$ cat src/rtl/xadc_drp_sched.sv
// xadc_drp_sched: on each XADC end-of-conversion for a mapped channel, reads the
// conversion result over DRP and stores its 12-bit code in one of four result
// slots. The host read port is independent of the DRP sequencer.
// Optional feature: define XADC_OT_ALARM_EN to enable the over-temperature
// alarm with hysteresis on slot0; without it ot_alarm_out is tied to 0.
module xadc_drp_sched #(
  parameter int unsigned TIMEOUT_CYC = 64,
  parameter logic [11:0] OT_SET      = 12'hB5F,
  parameter logic [11:0] OT_CLR      = 12'hB0E
) (
  input  logic        clk,
  input  logic        reset,
  input  logic        eoc_in,
  input  logic [4:0]  channel_in,
  output logic        den_out,
  output logic [6:0]  daddr_out,
  output logic        dwe_out,
  output logic [15:0] di_out,
  input  logic [15:0] do_in,
  input  logic        drdy_in,
  input  logic        host_req_in,
  input  logic [1:0]  host_sel_in,
  output logic        host_ack_out,
  output logic [11:0] host_data_out,
  output logic        ot_alarm_out,
  output logic [1:0]  err_out
);

  typedef enum logic [1:0] {StIdle, StIssue, StWait, StStore} state_e;

  state_e      r_state;
  logic        r_den;
  logic [6:0]  r_daddr;
  logic [1:0]  r_slot_idx;
  logic [11:0] r_code;
  logic [7:0]  r_tmo_cnt;
  logic [1:0]  r_err;
  logic [11:0] r_slot [4];
  logic        r_ack;
  logic [11:0] r_hdata;

  logic        w_mapped;
  logic [1:0]  w_slot;
  logic        w_unused_lo;

  // Channel-to-slot map; unmapped channels never start a DRP access.
  always_comb begin
    w_mapped = 1'b1;
    w_slot   = 2'd0;
    unique case (channel_in)
      5'h00:   w_slot = 2'd0;
      5'h01:   w_slot = 2'd1;
      5'h02:   w_slot = 2'd2;
      5'h06:   w_slot = 2'd3;
      default: w_mapped = 1'b0;
    endcase
  end

`ifdef XADC_OT_ALARM_EN
  logic r_ot;
`endif

  // DRP sequencer: IDLE -> ISSUE (den pulse) -> WAIT (drdy or timeout) -> STORE.
  always_ff @(posedge clk) begin
    if (reset) begin
      r_state    <= StIdle;
      r_den      <= 1'b0;
      r_daddr    <= 7'd0;
      r_slot_idx <= 2'd0;
      r_code     <= 12'd0;
      r_tmo_cnt  <= 8'd0;
      r_err      <= 2'b00;
      for (int i = 0; i < 4; i++) r_slot[i] <= 12'd0;
`ifdef XADC_OT_ALARM_EN
      r_ot       <= 1'b0;
`endif
    end else begin
      r_den <= 1'b0;
      // A conversion arriving while a read is in flight is lost.
      if (eoc_in && w_mapped && (r_state != StIdle)) r_err[1] <= 1'b1;
      case (r_state)
        StIdle: begin
          if (eoc_in && w_mapped) begin
            r_slot_idx <= w_slot;
            r_daddr    <= {2'b00, channel_in};
            r_den      <= 1'b1;
            r_state    <= StIssue;
          end
        end
        StIssue: begin
          r_tmo_cnt <= 8'd0;
          r_state   <= StWait;
        end
        StWait: begin
          if (drdy_in) begin
            r_code  <= do_in[15:4];
            r_state <= StStore;
          end else if (r_tmo_cnt == 8'(TIMEOUT_CYC - 1)) begin
            r_err[0] <= 1'b1;
            r_state  <= StIdle;
          end else begin
            r_tmo_cnt <= r_tmo_cnt + 8'd1;
          end
        end
        StStore: begin
          r_slot[r_slot_idx] <= r_code;
`ifdef XADC_OT_ALARM_EN
          if (r_slot_idx == 2'd0) begin
            if (r_code >= OT_SET)     r_ot <= 1'b1;
            else if (r_code < OT_CLR) r_ot <= 1'b0;
          end
`endif
          r_state <= StIdle;
        end
        default: r_state <= StIdle;
      endcase
    end
  end

  // Host read port: one-cycle latency, returns the slot value from the request cycle.
  always_ff @(posedge clk) begin
    if (reset) begin
      r_ack   <= 1'b0;
      r_hdata <= 12'd0;
    end else begin
      r_ack   <= host_req_in;
      r_hdata <= host_req_in ? r_slot[host_sel_in] : 12'd0;
    end
  end

  assign den_out       = r_den;
  assign daddr_out     = r_daddr;
  assign dwe_out       = 1'b0;
  assign di_out        = 16'd0;
  assign host_ack_out  = r_ack;
  assign host_data_out = r_hdata;
  assign err_out       = r_err;

`ifdef XADC_OT_ALARM_EN
  assign ot_alarm_out = r_ot;
  assign w_unused_lo  = ^do_in[3:0];
`else
  assign ot_alarm_out = 1'b0;
  assign w_unused_lo  = ^{do_in[3:0], OT_SET, OT_CLR};
`endif

endmodule

$ cat config.mk
export PLATFORM = sky130hd
export DESIGN_NAME = xadc_drp_sched
export DESIGN_NICKNAME = d
export VERILOG_FILES = /design/src/rtl/xadc_drp_sched.sv
export SDC_FILE = /design/constraint.sdc
export NUM_CORES = 1
export LEC_CHECK = 0
export CORE_UTILIZATION = 47
export DETAILED_ROUTE_END_ITERATION = 6
export PLACE_DENSITY = 0.7
export SETUP_SLACK_MARGIN = 0.4
export SYNTH_ARGS = -nofsm -noshare
export SYNTH_HDL_FRONTEND = slang
export SYNTH_SLANG_ARGS = --single-unit
export TNS_END_PERCENT = 10
$ cat constraint.sdc
create_clock -name clk -period 4.75 [get_ports clk]
set_input_delay 1.425 -clock clk [delete_from_list [all_inputs] [get_ports clk]]
set_output_delay 1.425 -clock clk [all_outputs]
set_load 0.02 [all_outputs]
==> impl_metrics.csv <==
group,metric,value,unit
layout,area_growth,16.0,%
timing,holdWs,0.480,ns
place,io_buffers,44,
setup_path,reg2reg_slack,2.71,ns
clocking,cts_buffer_depth,2,
hold_path,hold_depth,2,
layout,antennaDiodeCount,0,
synth,ys_async_sr_fraction,0,
clocking,postCtsHoldBufs,0,
setup_path,r2r_cells,4,
routing,drt_pass1_iterations,4,
setup_path,cp_data_required_time,5.05,ns
timing,fin_crit_sh,0.653,
timing,min_period,3.10,ns
timing,clock.fmax,323,MHz
global_routing,grt_usage,0.174,
routing,drc_errors,0,
place,postPlaceCellArea,4370,um2
timing,drv_slew,0,
floorplanning,fp.dieH,93.5,um
timing,finalClockSkew,0.0126,ns
place,gp_congestion,0.862,
floorplanning,die_area,8750,um2
timing,fin_tns_setup,0,ns
power_and_ir_drop,p_leak,1.68,nW
floorplanning,io_pins,69,
global_routing,grt_start_max_net_pins,33,
routing,via_per_inst,5.07,
routing,dr_total_vias,2432,
clocking,htreeDepth,3,
clocking,clock-sinks,93,
layout,fillCellCount,701,
clocking,clk_pin_slew,0.09,ns
timing,hold_viol,0,
floorplanning,start_util,0.482,
timing,relSlewSlack,0.416,
clocking,post_cts_buffers,0,
routing,ant_nets,0,
synth,synthFlopType,"edfxtp_1",
synth,syn_inst,330,
power_and_ir_drop,vdd_ir_drop_max,0.168,mV
routing,wl,6950,um
floorplanning,die_w,93.5,um
clocking,cts_tree,"done",
setup_path,critPathKind,"in2reg",
setup_path,setup.worst_path.start_class,"input pin",
synth,synth_enable_flop_cells,48,
setup_path,arrival,3.40,ns
synth,synth_cell_types,41,
layout,final_area,4570,um2
global_routing,grt_pass1_wl,11300,um
run_status,status,"completed",
power_and_ir_drop,power.density,328,nW/um2
run,max-cap-violations,0,
synth,ys.warnings.count,0,
clocking,cts_buffers,9,
place,dp_hpwl,4480,um
timing,worstMarginPinSlew,0.875,ns
layout,final_nets,399,
clocking,cts_resized,0,
synth,syn_area_per_cell,11.9,um2
routing,drtIter0Drc,123,
timing,rsz0062_at_grt,"no",
global_routing,overflow,0,
floorplanning,rows,33,
setup_path,end_kind,"register",
clocking,clkLatencyLatePin,0.36,ns
global_routing,grt_pass1_vias,2302,
floorplanning,core-area,8180,um2
global_routing,antenna_found_initial,0,
routing,wl_per_cell,14.5,um
hold_path,hold_path_class,"reg2reg",
synth,synth-seq-cells,93,
layout,drive_gt1_frac,0.104,
clocking,root_buffer,"clkbuf_8",
synth,ys_seq_area_frac,0.595,
timing,setup_viol,0,
setup_path,path_max_fanout,10,
synth,syn_area,3940,um2
## placed cells by master (no fill, tap or decap), drive strengths merged, types with 5 or more instances in the layout
master / n
a21oi: 21
edfxtp: 48
dfxtp: 45
conb: 20
nor2: 15
nand3: 8
clkdlybuf4s50: 44
nor2b: 13
nand2: 30
mux2i: 5
mux4: 12
clkbuf: 9
and2: 48
## Yosys cell counts, types with 5 or more instances
cell type	n	area [um2]
and2_1	48	300
edfxtp_1	48	1440
dfxtp_1	45	901
nand2_1	30	113
a21oi_1	21	105
buf_4	21	158
nor2_1	15	56.3
clkbuf_1	14	52.6
nor2b_1	13	81.3
mux4_2	12	270
nand3_1	8	40.0
mux2i_1	5	50.1
## cell type report
type	count	area, um2	area share
flip-flops and latches	93	2340	0.513
multi-input cells	216	1420	0.311
inverters	2	7.51	0.00164
repair buffers	48	470	0.103
clock buffers	9	124	0.0271
well taps	105	131	0.0288
clock inverters	7	71.3	0.0156
## flip-flops by register name, summed over array words and instances, names as in the netlist
signal / flops
host_data_out: 12
r_code: 12
r_tmo_cnt: 8
den_out: 1
err_out: 2
r_slot: 48
r_slot_idx: 2
host_ack_out: 1
daddr_out: 5
r_state: 2
## metrics by stage
stage | setup slack, ns | util | power, mW | instances
finish | 1.65 | 0.559 | 1.50 | 480
global route | 1.52 | 0.559 | 1.55 | 480
CTS | 1.66 | 0.559 | 1.51 | 480
detailed placement | 1.29 | 0.535 | 0.994 | 464
global placement | 1.28 | 0.535 | 0.992 | 464
floorplan | 1.94 | - | 0.963 | 349
## kinds of logic (layout without fill, tap and decap cells)
group                    after synthesis  after routing  share of synthesized area
AND/OR/NAND/NOR                      141            141                      0.200
flip-flops                            93             93                      0.595
buffers and inverters                 40             66                     0.0623
AO/OA/AOI/OAI                         37             37                     0.0572
multiplexers                          17             17                     0.0813
adder cells (fa/ha/maj)                1              1                    0.00318
other                                  1             20                   0.000952
## metal layers
layer  global-route usage  share of wire  up-vias
li1                     -              -     1200
met1                0.209           0.44     1170
met2                0.305           0.51       54
met3               0.0398          0.039        8
met4               0.0654          0.014        0
met5                    0              0        -
## worst max-delay path, cell delays in order
cell and delay, ns:
clkdlybuf4s50_1 0.52, nor2b_1 0.22, o2111ai_1 0.47, or4_1 0.62, a21oi_1 0.14
## final timing paths
kind,start,endpoint
max,channel_in[1],r_slot_idx[0]
min,err_out[0],err_out[0]
max reg2reg,r_state[1],r_tmo_cnt[7]
min reg2reg,err_out[0],err_out[0]
## power breakdown
group	switching (mW)	internal [mW]	total, mW
Clock	0.279	0.245	0.525
Sequential	0.00761	0.862	0.870
Combinational	0.0570	0.0479	0.105
Total	0.344	1.16	1.50
No activity file was read; power rests on OpenSTA's default activity.
